<file path="config.mk">
export PLATFORM = sky130hd
export DESIGN_NAME = digit_scan_ctrl
export DESIGN_NICKNAME = d
export VERILOG_FILES = /design/src/rtl/digit_scan_pkg.sv /design/src/rtl/bcd_seg_lut.sv /design/src/rtl/digit_scan_ctrl.sv
export SDC_FILE = /design/constraint.sdc
export NUM_CORES = 1
export LEC_CHECK = 0
export ABC_AREA = 1
export CAP_MARGIN = 5
export CELL_PAD_IN_SITES_DETAIL_PLACEMENT = 1
export CELL_PAD_IN_SITES_GLOBAL_PLACEMENT = 1
export CORE_ASPECT_RATIO = 1.5
export CORE_MARGIN = 1
export CORE_UTILIZATION = 33
export CTS_CLUSTER_SIZE = 20
export DETAILED_ROUTE_END_ITERATION = 8
export PLACE_DENSITY = 0.63
export SLEW_MARGIN = 20
export SYNTH_ARGS = -nofsm -noshare
export SYNTH_HDL_FRONTEND = slang
export SYNTH_HIERARCHICAL = 1
export SYNTH_SLANG_ARGS = --single-unit
</file>
<file path="constraint.sdc">
create_clock -name CLOCK_50 -period 2.7 [get_ports CLOCK_50]
set_input_delay 0.405 -clock CLOCK_50 [delete_from_list [all_inputs] [get_ports CLOCK_50]]
set_output_delay 0.405 -clock CLOCK_50 [all_outputs]
set_load 0.02 [all_outputs]
</file>
<file path="src/rtl/digit_scan_pkg.sv">
`default_nettype none
// ============================================================================
//  Module   : digit_scan_pkg
//  Purpose  : Shared types and constants for the multiplexed 7-segment
//             display controller (segment codes, BCD digit type, enable
//             helper).
//  Revision : 1.0  initial release
// ============================================================================
package digit_scan_pkg;

  // One BCD digit; codes 10..15 are treated as blank
  typedef logic [3:0] bcd_t;

  // Segment patterns, active-low, written in a..g order (bit 0 = a)
  localparam logic [0:6] SEG_D0    = 7'b0000001;
  localparam logic [0:6] SEG_D1    = 7'b1001111;
  localparam logic [0:6] SEG_D2    = 7'b0010010;
  localparam logic [0:6] SEG_D3    = 7'b0000110;
  localparam logic [0:6] SEG_D4    = 7'b1001100;
  localparam logic [0:6] SEG_D5    = 7'b0100100;
  localparam logic [0:6] SEG_D6    = 7'b0100000;
  localparam logic [0:6] SEG_D7    = 7'b0001111;
  localparam logic [0:6] SEG_D8    = 7'b0000000;
  localparam logic [0:6] SEG_D9    = 7'b0000100;
  localparam logic [0:6] SEG_BLANK = 7'b1111111;

  // Widest supported digit count
  localparam int unsigned MAX_DIG = 8;

  // All digit enables released (active-low, so all ones); callers slice
  function automatic logic [MAX_DIG-1:0] DIG_OFF();
    return '1;
  endfunction

endpackage : digit_scan_pkg
`default_nettype wire

</file>
<file path="src/rtl/bcd_seg_lut.sv">
`default_nettype none
// ============================================================================
//  Module   : bcd_seg_lut
//  Purpose  : Combinational BCD to active-low 7-segment decoder. Codes
//             10..15 decode to an all-dark pattern.
//  Revision : 1.0  initial release
// ============================================================================
module bcd_seg_lut
  import digit_scan_pkg::*;
(
  input  bcd_t       i_bcd,
  output logic [0:6] o_seg
);

  // Straight table lookup, non-decimal codes go dark
  always_comb begin
    o_seg = SEG_BLANK;
    case (i_bcd)
      4'd0:    o_seg = SEG_D0;
      4'd1:    o_seg = SEG_D1;
      4'd2:    o_seg = SEG_D2;
      4'd3:    o_seg = SEG_D3;
      4'd4:    o_seg = SEG_D4;
      4'd5:    o_seg = SEG_D5;
      4'd6:    o_seg = SEG_D6;
      4'd7:    o_seg = SEG_D7;
      4'd8:    o_seg = SEG_D8;
      4'd9:    o_seg = SEG_D9;
      default: o_seg = SEG_BLANK;
    endcase
  end

endmodule : bcd_seg_lut
`default_nettype wire

</file>
<file path="src/rtl/digit_scan_ctrl.sv">
`default_nettype none
// ============================================================================
//  Module   : digit_scan_ctrl
//  Purpose  : Time-multiplexed 7-segment controller. Holds a frame of BCD
//             digits, scans them round-robin every PRESCALE cycles through
//             one shared decoder, and swaps in newly loaded frames only at
//             frame boundaries so the display never tears.
//  Options  : `define LEADING_ZERO_BLANK_EN to blank leading zeros
//             (digit 0 is always shown).
//  Revision : 1.0  initial release
// ============================================================================
module digit_scan_ctrl
  import digit_scan_pkg::*;
#(
  parameter int N_DIG    = 4,
  parameter int PRESCALE = 50000
)(
  input  logic                       CLOCK_50,
  input  logic                       RESET_N,
  input  logic                       load_valid,
  input  logic [4*N_DIG-1:0]         load_data,
  output logic                       load_ready,
  output logic [0:6]                 seg,
  output logic [N_DIG-1:0]           dig_en,
  output logic [$clog2(N_DIG)-1:0]   scan_idx
);

  localparam int                     c_idx_w    = $clog2(N_DIG);
  localparam int                     c_cnt_w    = $clog2(PRESCALE);
  localparam logic [c_cnt_w-1:0]     c_cnt_last = c_cnt_w'(PRESCALE - 1);
  localparam logic [c_idx_w-1:0]     c_idx_last = c_idx_w'(N_DIG - 1);
  localparam logic [MAX_DIG-1:0]     c_all_off  = DIG_OFF();
  localparam logic [N_DIG-1:0]       c_dig_off  = c_all_off[N_DIG-1:0];
  localparam logic [N_DIG-1:0]       c_dig_one  = {{(N_DIG-1){1'b0}}, 1'b1};

  logic [c_cnt_w-1:0]     r_cnt;
  logic [c_idx_w-1:0]     r_idx;
  bcd_t [N_DIG-1:0]       r_act;
  bcd_t [N_DIG-1:0]       r_pend;
  logic                   r_pend_v;
  logic [0:6]             r_seg;
  logic [N_DIG-1:0]       r_dig_en;

  logic                   w_tick;
  logic                   w_wrap;
  logic                   w_xfer;
  logic [N_DIG-1:0]       w_blank_mask;
  bcd_t                   w_lut_in;
  logic [0:6]             w_lut_out;

  assign w_tick     = (r_cnt == c_cnt_last);
  assign w_wrap     = w_tick && (r_idx == c_idx_last);
  assign load_ready = !r_pend_v;
  assign w_xfer     = load_valid && load_ready;

  assign seg        = r_seg;
  assign dig_en     = r_dig_en;
  assign scan_idx   = r_idx;

  // Slot prescaler: free-running, its wrap marks the end of a digit slot
  always_ff @(posedge CLOCK_50 or negedge RESET_N) begin
    if (!RESET_N) begin
      r_cnt <= '0;
    end else if (w_tick) begin
      r_cnt <= '0;
    end else begin
      r_cnt <= r_cnt + c_cnt_w'(1);
    end
  end

  // Scan position: advance one digit per slot, round-robin
  always_ff @(posedge CLOCK_50 or negedge RESET_N) begin
    if (!RESET_N) begin
      r_idx <= '0;
    end else if (w_tick) begin
      r_idx <= (r_idx == c_idx_last) ? '0 : r_idx + c_idx_w'(1);
    end
  end

  // Frame buffering: pending slot fills on handshake, drains into the
  // active frame only at a frame wrap. A load can only land while the
  // pending slot is empty, so fill and drain never collide; a load on the
  // wrap cycle itself waits for the next wrap.
  always_ff @(posedge CLOCK_50 or negedge RESET_N) begin
    if (!RESET_N) begin
      r_act    <= {N_DIG{4'hF}};
      r_pend   <= {N_DIG{4'hF}};
      r_pend_v <= 1'b0;
    end else begin
      if (w_xfer) begin
        r_pend   <= load_data;
        r_pend_v <= 1'b1;
      end else if (w_wrap && r_pend_v) begin
        r_act    <= r_pend;
        r_pend_v <= 1'b0;
      end
    end
  end

`ifdef LEADING_ZERO_BLANK_EN
  // Leading-zero suppression: walk down from the top digit while all
  // digits seen so far are zero or blank codes; digit 0 is never blanked
  always_comb begin
    logic w_quiet;
    w_blank_mask = '0;
    w_quiet      = 1'b1;
    for (int i = N_DIG - 1; i > 0; i--) begin
      if (w_quiet && (r_act[i] == 4'd0)) begin
        w_blank_mask[i] = 1'b1;
      end
      w_quiet = w_quiet && ((r_act[i] == 4'd0) || (r_act[i] > 4'd9));
    end
  end
`else
  assign w_blank_mask = '0;
`endif

  // Shared decoder input: current digit, or a blank code when suppressed
  always_comb begin
    w_lut_in = w_blank_mask[r_idx] ? 4'hF : r_act[r_idx];
  end

  bcd_seg_lut u_lut (
    .i_bcd (w_lut_in),
    .o_seg (w_lut_out)
  );

  // Output register: first cycle of each slot is dark to avoid ghosting
  always_ff @(posedge CLOCK_50 or negedge RESET_N) begin
    if (!RESET_N) begin
      r_seg    <= SEG_BLANK;
      r_dig_en <= c_dig_off;
    end else if (r_cnt == '0) begin
      r_seg    <= SEG_BLANK;
      r_dig_en <= c_dig_off;
    end else begin
      r_seg    <= w_lut_out;
      r_dig_en <= c_dig_off & ~(c_dig_one << r_idx);
    end
  end

endmodule : digit_scan_ctrl
`default_nettype wire

</file>
==> metrics.txt <==
Core Area=between 8000 and 9000 µm²; gp weighted congestion=about 0.8; Max Fclk=around 0.45 GHz; ys flop type=dfstp_2; number of DRC markers in iteration 0=around 120; largest fanout on the critical path=14; die width=between 80 and 90 µm; DR WL/cell=about 14 µm; crit share post-route=0.816; IO Port Bufs=32; CTS clk-pin slew, worst paths=50 ps; DIE HEIGHT=approximately 120 µm; antenna-violating nets left=0; total congestion overflow=0; Post-CTS Hold Buffers=0; CTS resizes=0; CP Data Arrival Time=2460 ps; most frequent cell after synthesis=nand2_1; global-route wire length before repair=12.0 mm; HP Class=in2async; Critical Path RT=2960 ps; vias in the first global route=roughly 2.5k; Worst Tran Pin Value=662 ps; final hold violations=0; H-Tree Depth=3; Via-to-Cell Ratio=approximately 4.8; RSZ-0062 raised after global routing=false; Slew Viols, Final=0; CTS tree=yes; Post-Synthesis Cell Area=roughly 3000 µm²; worst hold slack=about 84 ps; post-synthesis register bit count=62; top cells by area in the synthesized netlist=dfstp_2, dfrtp_1, nand2_1; CTS Buf Count=9; setup_tns=0 ps; Initial Utilization=0.343; Max Cap Viol=0; syn_nets=366; final layout net count=slightly above 400; root buffer cell=clkbuf_16; # diodes=0; count of cell types in the netlist=29; pwr/cell area=564 nW/µm²; Tot GR Track Use=0.166; largest buffer count on any clock path=2; area leader, netlist=dfstp_2; row cnt=42; full die area=approximately 9700 µm²; drt pass-1 iters=4; # IOs=33; critical path endpoint category=flop; largest net degree at the start of global routing=63; clock latency on the worst-skew pair=330 ps; CTS sink count=62; DP Area=3510 µm²; synthesis-to-finish area growth=23.5%; Setup CP Type=reg2reg; layout cells sized above 1=0.240; top post-synthesis cells by count=nand2_1, dfstp_2, nor2_1; Seq/Total Area, Yosys=0.523; Post-synth ARST share=1.00; Final Critical Period=around 2200 ps; Synth top area share=0.368; vias=2345; # setup viols final=0; Post-Syn Instances=336; VDD IR-drop max=about 0.34 mV; Post-synth EDFFs=0; yosys warns=6; # fillers=~1.0k; P_leak=1.71 nW; final instance area=~3800 µm²; Total Routed Length=6.81 mm; post-detail-place hpwl=~5 mm; R2R Setup Slk=about 500 ps; Syn Area/Cell=roughly 9 µm²; Layout Skew=4.45 ps; setup repair bufs after CTS=0; initial antenna violation count=0; status=complete, no violations; Rel. slew slack=0.559; startpoint types=flop; DRC=0
logic make-up (layout without fill, tap and decap cells):
family          after synthesis  after routing  synth area share
mux                          16             16            0.0587
simple gates                174            174             0.252
compound gates               19             19            0.0338
fa+ha+maj                    11             11            0.0449
buf+inv                      45             88            0.0612
flops                        62             62             0.523
xor+xnor                      9              9            0.0257
path summary, 6_finish.rpt:
check / startpoint / end / cells past startpoint
setup reg to reg: scan_idx[0] / seg[3] / 10
hold / removal: RESET_N / r_cnt[11] / 2
max in group asynchronous: RESET_N / r_act[15] / 2
min in group CLOCK_50: r_act[8] / r_act[8] / 2
setup / recovery: scan_idx[0] / seg[3] / 10
hold reg to reg: r_act[8] / r_act[8] / 2
flip-flops by register name, summed over array words and instances (netlist names):
signal / cells
r_pend: 16
r_act: 16
dig_en: 4
r_pend_v: 1
scan_idx: 2
r_cnt: 16
seg: 7
stage by stage:
stage	worst slack [ps]	instances	total power, W	utilization
after global routing	323	489	0.00222	0.424
final	498	489	0.00213	0.424
after CTS	489	489	0.00217	0.424
after global placement	710	473	0.00108	0.393
after detailed placement	507	473	0.00108	0.393
after floorplan	694	336	0.00103	-
routing by layer:
metal,up-vias,share of wire,track usage
li1,1149,-,-
met1,1136,0.40,0.186
met2,46,0.53,0.283
met3,14,0.033,0.0327
met4,0,0.033,0.100
met5,-,0,0
worst max-delay path: stages (launching register included):
cell	delay (ps)
dfrtp_1	580
clkinv_1	340
o21ai_0	280
o22ai_1	200
inv_1	150
ha_1	240
nand2_1	90
nand3_1	80
nand2_1	60
inv_1	40
nand2_1	50
power breakdown:
part           total (W)  switching, W  leakage [nW]  internal [W]
combinational  0.0000720     0.0000278         0.890     0.0000443
sequential      0.000994     0.0000136         0.693      0.000981
clock            0.00107      0.000399         0.132      0.000669
total            0.00213      0.000440          1.71       0.00169
layout make-up:
type / instances / area (µm²) / share of cell area
sequential: 62 / 1610 / 0.424
multi-input combinational: 229 / 1270 / 0.337
clock inverter: 3 / 20.0 / 0.00529
clock buffer: 13 / 260 / 0.0687
inverter: 37 / 139 / 0.0367
timing repair buffer: 35 / 350 / 0.0925
tap: 110 / 138 / 0.0363
cell usage in the layout, fill, tap and decap left out, types with 8 or more instances in the layout:
master,n
ha_1,11
nand3_1,14
dfstp_2,43
nand2_1,94
xor2_1,8
nor2_1,38
clkbuf_16,9
dfrtp_1,19
mux2_2,16
nand4_1,17
o21ai_0,13
clkdlybuf4s50_1,31
inv_1,30
(Power assumes the default switching activity.)
